**src/rtl/dac_sample_feeder_if.sv**
```systemverilog
// Write-side handshake between the core and the DAC sample feeder.
// The master drives samples in and the slave (the feeder) returns ready.
interface dac_sample_feeder_if #(
  parameter int DATA_W = 10
);
  logic              wr_valid;
  logic [DATA_W-1:0] wr_data;
  logic              wr_ready;

  modport master (output wr_valid, wr_data, input  wr_ready);
  modport slave  (input  wr_valid, wr_data, output wr_ready);
endinterface

```
**src/rtl/dac_sample_feeder.sv**
```systemverilog
// Buffers DAC codes in a small FIFO and paces them onto the DAC at a programmable rate.
// Optional macro FEEDER_SAMPLE_CNT_EN adds a 16-bit popped-sample counter port.
module dac_sample_feeder #(
  parameter int DATA_W     = 10,
  parameter int FIFO_DEPTH = 8,
  parameter int DIV_W      = 16,
  parameter int SETTLE_CYC = 4
) (
  input  logic                          clk,
  input  logic                          reset,
  dac_sample_feeder_if.slave            wr,
  input  logic                          start,
  input  logic                          stop,
  input  logic [DIV_W-1:0]              div,
  output logic [DATA_W-1:0]             dac_d,
  output logic                          dac_en,
  output logic                          busy,
  output logic [$clog2(FIFO_DEPTH):0]   fifo_level,
  output logic                          underflow
`ifdef FEEDER_SAMPLE_CNT_EN
  ,
  output logic [15:0]                   sample_cnt
`endif
);
  localparam int AW = $clog2(FIFO_DEPTH);
  localparam int LW = AW + 1;
  localparam int SW = $clog2(SETTLE_CYC + 1);

  typedef enum logic [1:0] {IDLE, SETTLE, RUN, DRAIN} state_t;
  state_t state, state_nxt;

  logic [DATA_W-1:0] mem [FIFO_DEPTH];
  logic [AW-1:0]     wptr, rptr;
  logic [LW-1:0]     level;
  logic [DIV_W-1:0]  cnt;
  logic [SW-1:0]     scnt;
  logic              active, tick, empty, push, pop, uf_set, arm;

  // ready looks only at the registered level, so a same-cycle pop never frees a full slot
  assign empty       = (level == '0);
  assign wr.wr_ready = (level < LW'(FIFO_DEPTH));
  assign push        = wr.wr_valid && wr.wr_ready;
  assign active      = (state == RUN) || (state == DRAIN);
  assign tick        = active && (cnt >= div);
  assign pop         = tick && !empty;
  assign fifo_level  = level;

  always_comb begin
    state_nxt = state;
    uf_set    = 1'b0;
    arm       = 1'b0;
    case (state)
      IDLE: begin
        if (start && !stop) begin
          state_nxt = SETTLE;
          arm       = 1'b1;
        end
      end
      SETTLE: begin
        if (stop)                               state_nxt = DRAIN;
        else if (scnt == SW'(SETTLE_CYC - 1))   state_nxt = RUN;
      end
      RUN: begin
        uf_set = tick && empty;
        if (stop) state_nxt = DRAIN;
      end
      DRAIN: begin
        if (tick && empty) state_nxt = IDLE;
      end
      default: state_nxt = IDLE;
    endcase
  end

  always_ff @(posedge clk) begin
    if (reset && push) mem[wptr] <= wr.wr_data;
  end

  always_ff @(posedge clk) begin
    if (!reset) begin
      state     <= IDLE;
      busy      <= 1'b0;
      dac_en    <= 1'b0;
      dac_d     <= '0;
      underflow <= 1'b0;
      wptr      <= '0;
      rptr      <= '0;
      level     <= '0;
      cnt       <= '0;
      scnt      <= '0;
    end else begin
      state  <= state_nxt;
      busy   <= (state_nxt != IDLE);
      dac_en <= (state_nxt != IDLE);
      if (push) wptr <= wptr + AW'(1);
      if (pop) begin
        rptr  <= rptr + AW'(1);
        dac_d <= mem[rptr];
      end
      case ({push, pop})
        2'b10:   level <= level + LW'(1);
        2'b01:   level <= level - LW'(1);
        default: ;
      endcase
      // counter is kept across RUN->DRAIN so the sample cadence is unbroken
      cnt  <= (!active || tick) ? '0 : cnt + DIV_W'(1);
      scnt <= (state == SETTLE) ? scnt + SW'(1) : '0;
      if (arm)         underflow <= 1'b0;
      else if (uf_set) underflow <= 1'b1;
    end
  end

`ifdef FEEDER_SAMPLE_CNT_EN
  always_ff @(posedge clk) begin
    if (!reset)   sample_cnt <= '0;
    else if (arm) sample_cnt <= '0;
    else if (pop) sample_cnt <= sample_cnt + 16'd1;
  end
`endif

`ifndef SYNTHESIS
  a_level: assert property (@(posedge clk) disable iff (!reset) level <= LW'(FIFO_DEPTH));
  a_en:    assert property (@(posedge clk) disable iff (!reset) dac_en == busy);
`endif
endmodule

```
**src/flat_wrapper.sv**
```systemverilog
// flat-port wrapper written by rule: the top's interface ports become plain ports
module dac_sample_feeder_flat 
#(
  parameter int DATA_W     = 10,
  parameter int FIFO_DEPTH = 8,
  parameter int DIV_W      = 16,
  parameter int SETTLE_CYC = 4
)
  (clk, reset, start, stop, div, dac_d, dac_en, busy, fifo_level, underflow, wr_wr_valid, wr_wr_data, wr_wr_ready);
  dac_sample_feeder_if #(.DATA_W(DATA_W)) wr_i ();
  input  logic clk;
  input  logic reset;
  input  logic start;
  input  logic stop;
  input  logic [DIV_W-1:0] div;
  output logic [DATA_W-1:0] dac_d;
  output logic dac_en;
  output logic busy;
  output logic [$clog2(FIFO_DEPTH):0] fifo_level;
  output logic underflow;
  input wire logic [$bits(wr_i.wr_valid)-1:0] wr_wr_valid;
  input wire logic [$bits(wr_i.wr_data)-1:0] wr_wr_data;
  output wire logic [$bits(wr_i.wr_ready)-1:0] wr_wr_ready;
  assign wr_i.wr_valid = wr_wr_valid;
  assign wr_i.wr_data = wr_wr_data;
  assign wr_wr_ready = wr_i.wr_ready;
  dac_sample_feeder #(.DATA_W(DATA_W), .FIFO_DEPTH(FIFO_DEPTH), .DIV_W(DIV_W), .SETTLE_CYC(SETTLE_CYC)) u_core (.clk(clk), .reset(reset), .wr(wr_i), .start(start), .stop(stop), .div(div), .dac_d(dac_d), .dac_en(dac_en), .busy(busy), .fifo_level(fifo_level), .underflow(underflow));
endmodule
```
**config.mk**
```make
export PLATFORM = sky130hd
export DESIGN_NAME = dac_sample_feeder_flat
export DESIGN_NICKNAME = d
export VERILOG_FILES = /design/src/rtl/dac_sample_feeder_if.sv /design/src/rtl/dac_sample_feeder.sv /design/src/flat_wrapper.sv
export SDC_FILE = /design/constraint.sdc
export NUM_CORES = 1
export LEC_CHECK = 0
export CAP_MARGIN = 30
export CORE_AREA = 2 2 104 106
export CTS_BUF_LIST = sky130_fd_sc_hd__clkbuf_8
export CTS_CLUSTER_SIZE = 16
export DETAILED_ROUTE_END_ITERATION = 16
export DIE_AREA = 0 0 106 108
export PLACE_DENSITY = 0.78
export SYNTH_ARGS = -nofsm -noshare
export SYNTH_HDL_FRONTEND = slang
export SYNTH_SLANG_ARGS = --single-unit
```
**constraint.sdc**
```tcl
create_clock -name clk -period 3.55 [get_ports clk]
set_input_delay 0.71 -clock clk [delete_from_list [all_inputs] [get_ports clk]]
set_output_delay 0.71 -clock clk [all_outputs]
set_load 0.1 [all_outputs]
```
==> results of run 1 <==
## worst max-delay path, stage by stage
cell	delay, ns
clkdlybuf4s50_1	0.40
ha_1	0.30
nand2b_4	0.14
a2111o_1	0.43
a311o_1	0.36
o21ai_2	0.17
inv_2	0.08
ha_4	0.17
ha_4	0.20
a21o_1	0.16
a21oi_2	0.14
xnor2_1	0.09
or3_1	0.32
a21boi_1	0.15
## final cells by class
cell class                      instances  share of cell area (%)
Sequential cell                       123                    48.7
Multi-Input combinational cell        239                    31.5
Timing Repair Buffer                   76                    10.4
Clock buffer                           17                    3.49
Tap cell                              136                    2.54
Clock inverter                         15                    1.92
Inverter                               25                    1.40
## final timing paths
path,start,end,slack (ns),cells after the start
max,div[0],u_core.fifo_level[3],0.09,14
min,u_core.scnt[0],u_core.scnt[0],0.42,1
max reg2reg,u_core.cnt[0],u_core.fifo_level[3],0.42,14
min reg2reg,u_core.scnt[0],u_core.scnt[0],0.42,1
## flip-flops by register name, summed over array words and instances (netlist names)
signal	flops
u_core.mem	80
u_core.cnt	16
u_core.underflow	1
u_core.rptr	3
u_core.state	2
u_core.scnt	3
u_core.dac_d	10
u_core.fifo_level	4
u_core.dac_en	1
u_core.wptr	3
## layer usage
| metal | up-vias | track usage, % | share of wire (%) |
|---|---|---|---|
| met3 | 15 | 4.94 | 4.5 |
| met4 | 0 | 9.40 | 1.6 |
| met2 | 92 | 31.0 | 51 |
| met5 | - | 0 | 0 |
| met1 | 1667 | 23.4 | 43 |
| li1 | 1637 | - | - |
## power by group
part | total (mW) | switching [mW] | internal [mW]
Sequential | 1.56 | 0.0175 | 1.54
Clock | 1.13 | 0.623 | 0.508
Combinational | 0.206 | 0.119 | 0.0873
## what timing repair did
| item | in CTS | in global routing |
|---|---|---|
| resized for setup | 3 | 4 |
| buffers inserted | 0 | 2 |
| setup endpoints to repair | 1 | 1 |
| pin swaps | 8 | 9 |
| hold buffers | 0 | 0 |
## stage by stage
stage	TNS (ns)	instance area [sq um]	setup slack [ns]	hold slack, ns	instances
finish	0	6700	0.0924	0.416	631
global route	0	6700	0.0353	0.454	631
CTS	0	6630	0.00204	0.422	628
detailed placement	-1.02	6260	-0.536	0.411	596
global placement	-0.707	6260	-0.376	0.405	596
floorplan	0	5500	0.0208	0.398	401
## kinds of logic (layout without fill, tap and decap cells)
| family | count (synthesis) | in the layout | synth area share [%] |
|---|---|---|---|
| flops | 123 | 123 | 59.4 |
| simple gates | 118 | 118 | 11.7 |
| mux | 44 | 44 | 12.8 |
| buf+inv | 39 | 133 | 3.05 |
| compound gates | 33 | 33 | 4.30 |
| fa+ha+maj | 25 | 25 | 5.83 |
| xor+xnor | 19 | 19 | 3.03 |
## synthesized netlist by cell type (2+ instances only)
cell	n
nor2_1	17
and3_1	2
and2_1	5
mux2_2	10
a21oi_1	9
nor2_4	8
nor3_1	8
buf_2	2
nor2_2	2
nand3_1	13
nand2b_1	5
nor4_1	2
mux2i_1	14
dfxtp_1	43
xnor2_1	8
o21ai_0	7
nand4_1	7
a21boi_0	3
o211ai_1	2
buf_6	2
nor2b_1	6
mux4_2	20
edfxtp_1	80
inv_1	24
ha_1	24
nand2_1	38
clkbuf_1	9
o21a_1	3
xor2_1	11
==> results.md, run 1 <==
- Final period util: 97.4%
- Sequential-to-total area share from yosys stat: between 50 and 60%
- # fillers: about 750
- Final Skew: approximately 0.015 ns
- Worst Path Max Fanout: 2
- First-pass GRT wire length: 16200 microns
- Die W: roughly 110 microns
- Max_cap viols: 0
- Power density cells: 433 nW/um^2
- Final Setup Violations: 0
- Via density per instance: 5.41
- Antenna fix cells: 0
- Number of flops mapped to enable cells by yosys: 80
- Setup crit end kind: flop
- Slew HR: 34.4%
- WL/cell: ~16 microns
- CTS Buf Count: 17
- CP Launch Type: primary input
- Status: finished clean
- Share of layout cells above drive strength 1: 22.0%
- Core area: 10200 sq um
- Ys async rst share: 0%
- Mapped cell area: 5500 sq um
- Peak VDD IR: roughly 0.00033 V
- DIE HEIGHT: ~110 microns
- Port Buffer Count: between 40 and 50
- Mapped Cells: 401
- Pleak: 2.41 nW
- I/O pin count: 49
- DRT antenna net count: 0
- Highest-count cells in the layout ignoring fill and taps: 80 x edfxtp_1, 48 x clkdlybuf4s50_1, 43 x dfxtp_1
- Largest net degree at the start of global routing: 36
- GR Overflow Total: 0
- Clock tree buffer depth: 2
- Die area: 11400 sq um
- CTS root buf: clkbuf_8
- Synth area leaders: edfxtp_1 44%, dfxtp_1 16%, mux4_2 8.2%
- First-pass detailed-route iteration total: 4
- CTS tree: built
- Antenna violations before repair: 0
- Number of cell rows: 37
- Htree depth: 4
- Sequential cell area: around 3300 sq um
- RePlAce Congestion: 0.820
- Clock sink count: 123
- Hpwl dp: approximately 6800 microns
- Detailed-route DRC error count: 0
- Commonest non-fill, non-tap cell in the layout: edfxtp_1
- F_max: 0.289 GHz
- Critical path arrival: 3.82 ns
- Layout Utilization: 65.5%
- Final #Nets: about 540
- Data required, critical path: about 4 ns
- Main flop type after synthesis: edfxtp_1
- Clk_lat worst skew: 0.44 ns
- Min cycle time layout: 3.46 ns
- DR iter-0 viols: 197
- Yosys top cell area share: 43.7%
- Yosys reg bits: 123
- Initial core utilization: 53.7%
- Total wire length: around 10000 microns
- Post-synthesis cell type count: 46
- Final Max Slew Viols: 0
- Cell taking the most area after synthesis: edfxtp_1
- Vias in the first global route: 3369
- Multi-input logic area: between 2000 and 2500 sq um
- Worst-path clk slew: 0.08 ns
- Fin. Hold Viols: 0
- Kind of critical path: primary input to flop
- Pwr Total: about 2.9 mW
- Syn_nets: 457
- Via count: about 3400
- Hold WC Path Type: flop to flop
- Mean Syn Cell Area: 13.7 sq um
- Slew of the pin with the lowest slew margin: 0.980 ns
- Synthesis Warnings: 0
- RSZ-0062 raised after global routing: false
- Total GRT Usage: 18.9%
- Area Growth Syn to Fin: 21.8%
Note: power is estimated with default switching activity, not from simulation.
==> run 2, diff against run 1 <==
--- a/config.mk
+++ b/config.mk
@@ -5,13 +5,15 @@
 export SDC_FILE = /design/constraint.sdc
 export NUM_CORES = 1
 export LEC_CHECK = 0
+export ABC_AREA = 1
 export CAP_MARGIN = 30
-export CORE_AREA = 2 2 104 106
+export CORE_AREA = 2 2 105 107
 export CTS_BUF_LIST = sky130_fd_sc_hd__clkbuf_8
 export CTS_CLUSTER_SIZE = 16
 export DETAILED_ROUTE_END_ITERATION = 16
-export DIE_AREA = 0 0 106 108
-export PLACE_DENSITY = 0.78
+export DIE_AREA = 0 0 107 109
+export PLACE_DENSITY = 0.77
+export SLEW_MARGIN = 30
 export SYNTH_ARGS = -nofsm -noshare
 export SYNTH_HDL_FRONTEND = slang
 export SYNTH_SLANG_ARGS = --single-unit
==> run 2 against run 1 <==
Effect of this change: synthesized cell count up 41%; cell area down 2.0%; fmax up 9.3%; worst hold slack better by 0.0059 ns; synthesized area up 1.0%; register-to-register slack better by 0.28 ns; clock power down 4%; die area up 1.9%; via count up 17%; largest power group unchanged; non-clock buffer count down 15; largest cell class unchanged; sequential share of layout area up 1.0 points; critical path depth up 7.
==> results.md, run 2 <==
- First-pass GRT wire length: 17700 microns
- Main flop type after synthesis: edfxtp_1
- Port Buffer Count: between 40 and 50
- Status: finished clean
- Syn_nets: 620
- Die area: 11700 sq um
- Area after DPL: between 6000 and 7000 sq um
- I/O pin count: about 50
- Max_cap viols: 0
- First-pass detailed-route iteration total: 5
- Sequential-to-total area share from yosys stat: approximately 59%
- Pleak: between 2 and 3 nW
- Mapped cell area: 5560 sq um
- Clk_lat worst skew: 0.43 ns
- Clock tree buffer depth: 2
- R2R setup slack: 0.70 ns
- Share of layout cells above drive strength 1: 13.1%
- Vias in the first global route: 3820
- Yosys reg bits: around 120
- GR Overflow Total: 0
- Core area: around 11000 sq um
- CTS root buf: clkbuf_8
- Final period util: 89.1%
- Worst-path clk slew: around 0.080 ns
- Power density cells: 434 nW/um^2
- # fillers: ~840
- Die W: ~110 microns
- RePlAce Congestion: between 0.8 and 0.9
- Final Max Slew Viols: 0
- Resized Gates After CTS: 0
- Cts hold-fix bufs: 0
- Commonest non-fill, non-tap cell in the layout: nand2_1
- Hold WC Path Type: flop to flop
- Initial core utilization: 52.4%
- Largest net degree at the start of global routing: 44
- Htree depth: 4
- Detailed-route DRC error count: 0
- Area Growth Syn to Fin: 18.1%
- DR iter-0 viols: 230
- Synthesis Warnings: 0
- Hold WS: 0.422 ns
- Final #Nets: 679
- Hpwl dp: 7070 microns
- Number of flops mapped to enable cells by yosys: 80
- Highest-count cells in the layout ignoring fill and taps: 148 x nand2_1, 80 x edfxtp_1, 68 x nand3_1
- Max FFs per register: 80
- DIE HEIGHT: approximately 110 microns
- Mean Syn Cell Area: 9.85 sq um
- F_max: about 0.32 GHz
- Kind of critical path: primary input to flop
- Final Cell Area: 6560 sq um
- Slew of the pin with the lowest slew margin: 0.996 ns
- CTS tree: built
- Data required, critical path: 3.87 ns
- Clock sink count: 123
- DRT antenna net count: 0
- Layout Utilization: approximately three fifths
- Largest regs: u_core.mem (80), u_core.cnt (16), u_core.dac_d (10)
- WL/cell: 14.0 microns
- Peak VDD IR: 0.000389 V
- TNS Setup: 0 ns
- Via density per instance: ~5.1
- Ys async rst share: 0%
- Final Skew: ~0.0099 ns
- Post-synth top cells: 148 x nand2_1, 80 x edfxtp_1, 68 x nand3_1
- Pwr Total: 2.85 mW
- Critical path arrival: 3.48 ns
- Slew HR: between 30% and 40%
- Cell taking the most area after synthesis: edfxtp_1
- Largest register by flop count: u_core.mem
- CTS Buf Count: 17
- Total GRT Usage: 20.0%
- Final Setup Violations: 0
- Most numerous cell in the Yosys netlist: nand2_1
- Antenna fix cells: 0
- RSZ-0062 raised after global routing: false
- Antenna violations before repair: 0
- Total wire length: roughly 11000 microns
- Worst setup margin: around 0.39 ns
- Synth area leaders: edfxtp_1 43%, dfxtp_1 15%, nand2_1 10%
- Setup crit end kind: flop
- Number of cell rows: 38
- Mapped Cells: 564
- Non-Filler Instances: 776
- Via count: 3974
- Min cycle time layout: 3.16 ns
- Yosys top cell area share: a little over two fifths
- Worst slack, placed: -0.0730 ns
- Placed cell count: 744
- Post-synthesis cell type count: 41
- Setup Buffers After CTS: 0
- CP Launch Type: primary input
- Worst Path Max Fanout: 5
- Fin. Hold Viols: 0
## run 2: worst paths after layout
path | startpoint | cells past startpoint | to
max | div[3] | 21 | u_core.fifo_level[3]
min | u_core.scnt[0] | 1 | u_core.scnt[0]
max reg2reg | u_core.cnt[9] | 15 | u_core.fifo_level[3]
min reg2reg | u_core.scnt[0] | 1 | u_core.scnt[0]
## run 2: worst max-delay path, stage by stage
cell and delay (ns):
clkdlybuf4s50_1 0.46, inv_1 0.04, ha_1 0.31, nand2_1 0.10, nor2_1 0.05, nor2_1 0.08, nand2_1 0.05, nand2_1 0.05
nand2_1 0.07, nand2_2 0.10, nand2_4 0.07, nand3_4 0.07, inv_2 0.04, ha_1 0.25, ha_1 0.34, a21oi_1 0.16
nand2_1 0.08, a21oi_1 0.11, o21ai_0 0.11, o21ai_0 0.17, a21oi_1 0.06
## run 2: area by class of cell
cell class / count / area, sq um / area share (%)
Multi-Input combinational cell: 365 / 1990 / 30.3
Inverter: 55 / 206 / 3.15
Clock buffer: 17 / 234 / 3.57
Timing Repair Buffer: 61 / 578 / 8.81
Sequential cell: 123 / 3260 / 49.7
Tap cell: 140 / 175 / 2.67
Clock inverter: 15 / 115 / 1.75
## run 2: metal layers
| metal | global-route usage (%) | share of wire [%] | routed length (microns) |
|---|---|---|---|
| met3 | 3.65 | 5.8 | 633 |
| met5 | 0 | 0 | 0 |
| met4 | 9.28 | 1.6 | 172 |
| met1 | 22.9 | 41 | 4420 |
| met2 | 36.3 | 52 | 5630 |
## run 2: cell families (layout without fill, tap and decap cells)
kind of cell    after synthesis  count (layout)  synth area share [%]
compound gates               49              49                  5.34
xor+xnor                      7               7                  1.10
fa+ha+maj                    25              25                  5.77
buf+inv                      76             148                  5.45
flops                       123             123                  58.7
simple gates                284             284                  23.6
## run 2: report_power, final
part | switching (mW) | leakage (nW) | internal (mW)
clock network | 0.584 | 0.170 | 0.493
registers | 0.0151 | 1.07 | 1.55
logic | 0.137 | 1.30 | 0.0733
total | 0.736 | 2.54 | 2.11
==> run 3, diff against run 2 <==
--- a/config.mk
+++ b/config.mk
@@ -7,12 +7,12 @@
 export LEC_CHECK = 0
 export ABC_AREA = 1
 export CAP_MARGIN = 30
-export CORE_AREA = 2 2 105 107
+export CORE_AREA = 2 2 104 106
 export CTS_BUF_LIST = sky130_fd_sc_hd__clkbuf_8
 export CTS_CLUSTER_SIZE = 16
 export DETAILED_ROUTE_END_ITERATION = 16
-export DIE_AREA = 0 0 107 109
-export PLACE_DENSITY = 0.77
+export DIE_AREA = 0 0 106 108
+export PLACE_DENSITY = 0.75
 export SLEW_MARGIN = 30
 export SYNTH_ARGS = -nofsm -noshare
 export SYNTH_HDL_FRONTEND = slang
==> constraint.sdc (replaced) <==
create_clock -name clk -period 3.7 [get_ports clk]
set_input_delay 0.74 -clock clk [delete_from_list [all_inputs] [get_ports clk]]
set_output_delay 0.74 -clock clk [all_outputs]
set_load 0.1 [all_outputs]
==> run 3 against run 2 <==
Effect of this change: non-clock buffer count grew 3; worst setup slack better by 0.15 ns; worst hold slack better by 0.015 ns; die area fell by 1.8%; sequential power down 4%; critical endpoint unchanged.
==> results.md, run 3 (synthesis gave the netlist of run 2 again) <==
- Die area: around 11000 sq um
- First-pass GRT wire length: between 15000 and 20000 microns
- Highest-count cells in the layout ignoring fill and taps: 148 x nand2_1, 80 x edfxtp_1, 68 x nand3_1
- Area after DPL: 6230 sq um
- Crit path from: div[3]
- Vias in the first global route: 3951
- Max FFs per register: 80
- Cts hold-fix bufs: 0
- Number of cell rows: 37
- Port Buffer Count: 48
- Core area: 10200 sq um
- Largest net degree at the start of global routing: 44
- DRT antenna net count: 0
- Pwr Total: 2.76 mW
- Final Setup Violations: 0
- Reg-to-reg startpoint: u_core.cnt[9]
- Final Cell Area: 6590 sq um
- Setup crit end kind: flop
- Power density cells: 419 nW/um^2
- Initial core utilization: ~54%
- Final period util: between 80% and 90%
- Clk_lat worst skew: 0.42 ns
- Max_cap viols: 0
- CP Launch Type: primary input
- Fin. Hold Viols: 0
- Clock tree buffer depth: 2
- Critical path arrival: 3.47 ns
- I/O pin count: a little under 50
- Hpwl dp: about 7400 microns
- Area Growth Syn to Fin: 18.6%
- Worst Path Max Fanout: 5
- Hold WC Path Type: flop to flop
- Commonest non-fill, non-tap cell in the layout: nand2_1
- RSZ-0062 raised after global routing: false
- Worst slack, placed: 0.0931 ns
- Antenna fix cells: 0
- Final Skew: 0.0101 ns
- Layout Utilization: 64.4%
- GR Overflow Total: 0
- Worst setup margin: 0.538 ns
- Detailed-route DRC error count: 0
- Data required, critical path: 4.01 ns
- Min cycle time layout: 3.16 ns
- RePlAce Congestion: between 0.7 and 0.8
- Pleak: about 2.5 nW
- Setup Buffers After CTS: 0
- Kind of critical path: primary input to flop
- Htree depth: 4
- Final Max Slew Viols: 0
- CTS Buf Count: 17
- CTS tree: built
- Via density per instance: 5.25
- Reg2reg end: u_core.fifo_level[3]
- CP Capture Point: u_core.fifo_level[3]
- DR iter-0 viols: ~290
- Antenna violations before repair: 0
- Largest register by flop count: u_core.mem
- Peak VDD IR: ~0.00030 V
- Total wire length: 11200 microns
- R2R setup slack: 0.87 ns
- Clock sink count: between 100 and 150
- Die W: 106 microns
- Resized Gates After CTS: 0
- Slew HR: between 30% and 40%
- WL/cell: 14.4 microns
- Worst r2r path cells: 15
- Slew of the pin with the lowest slew margin: 1.01 ns
- TNS Setup: 0 ns
- Worst-path clk slew: 0.08 ns
- Share of layout cells above drive strength 1: approximately 13%
- Status: finished clean
- DIE HEIGHT: 108 microns
- First-pass detailed-route iteration total: 5
- Largest regs: u_core.mem (80), u_core.cnt (16), u_core.dac_d (10)
- Via count: 4066
- Final #Nets: 682
- F_max: 0.316 GHz
- CTS root buf: clkbuf_8
- Total GRT Usage: 20.5%
## run 3: cell count changes in the layout (fill, tap and decap cells not counted), sizes merged
| cell | change |
|---|---|
| inv | -6 |
| clkinv | +2 |
| buf | +3 |
| bufinv | +1 |
| clkinvlp | +3 |
## run 3: how the worst min path moves through the flow
stage	from	end	slack, ns	cells after the start
6_report	u_core.scnt[0]	u_core.scnt[0]	0.44	1
5_1_grt	u_core.scnt[0]	u_core.scnt[0]	0.46	1
4_1_cts	u_core.scnt[0]	u_core.scnt[0]	0.43	1
3_5_place_dp	u_core.scnt[0]	u_core.scnt[0]	0.42	1
3_3_place_gp	u_core.scnt[0]	u_core.scnt[0]	0.41	1
2_1_floorplan	u_core.scnt[0]	u_core.scnt[0]	0.40	1
## run 3: routing by layer
layer,routed length [microns],global-route usage (%)
met2,5690,37.1
met5,0,0
met3,621,4.52
met4,153,7.80
met1,4710,24.1
## run 3: critical path: stages
cell and delay [ns]:
clkdlybuf4s50_1 0.45, inv_1 0.04, ha_1 0.30, nand2_1 0.09, nor2_1 0.05, nor2_1 0.07, nand2_1 0.06, nand2_1 0.05
nand2_1 0.08, nand2_2 0.10, nand2_4 0.07, nand3_4 0.07, inv_2 0.04, ha_1 0.24, ha_1 0.33, a21oi_1 0.17
nand2_1 0.08, a21oi_1 0.12, o21ai_0 0.11, o21ai_0 0.15, a21oi_1 0.05
## run 3: power by group
part           total (mW)  switching (mW)  internal, mW
Clock                1.06           0.537         0.526
Combinational       0.203           0.133        0.0705
Sequential           1.50          0.0147          1.48
Total                2.76           0.685          2.08
## run 3: stage by stage
step | hold slack, ns | cells
3_3_place_gp | 0.406 | 743
2_1_floorplan | 0.399 | 564
5_1_grt | 0.456 | 775
3_5_place_dp | 0.422 | 743
6_report | 0.437 | 775
4_1_cts | 0.433 | 775
## run 3: final cells by class
cell class,instances,area (sq um)
clock buffer,17,234
clock inverter,15,128
fill,796,3640
inverter,55,206
multi-input combinational,365,1990
sequential,123,3260
tap,136,170
timing repair buffer,64,601
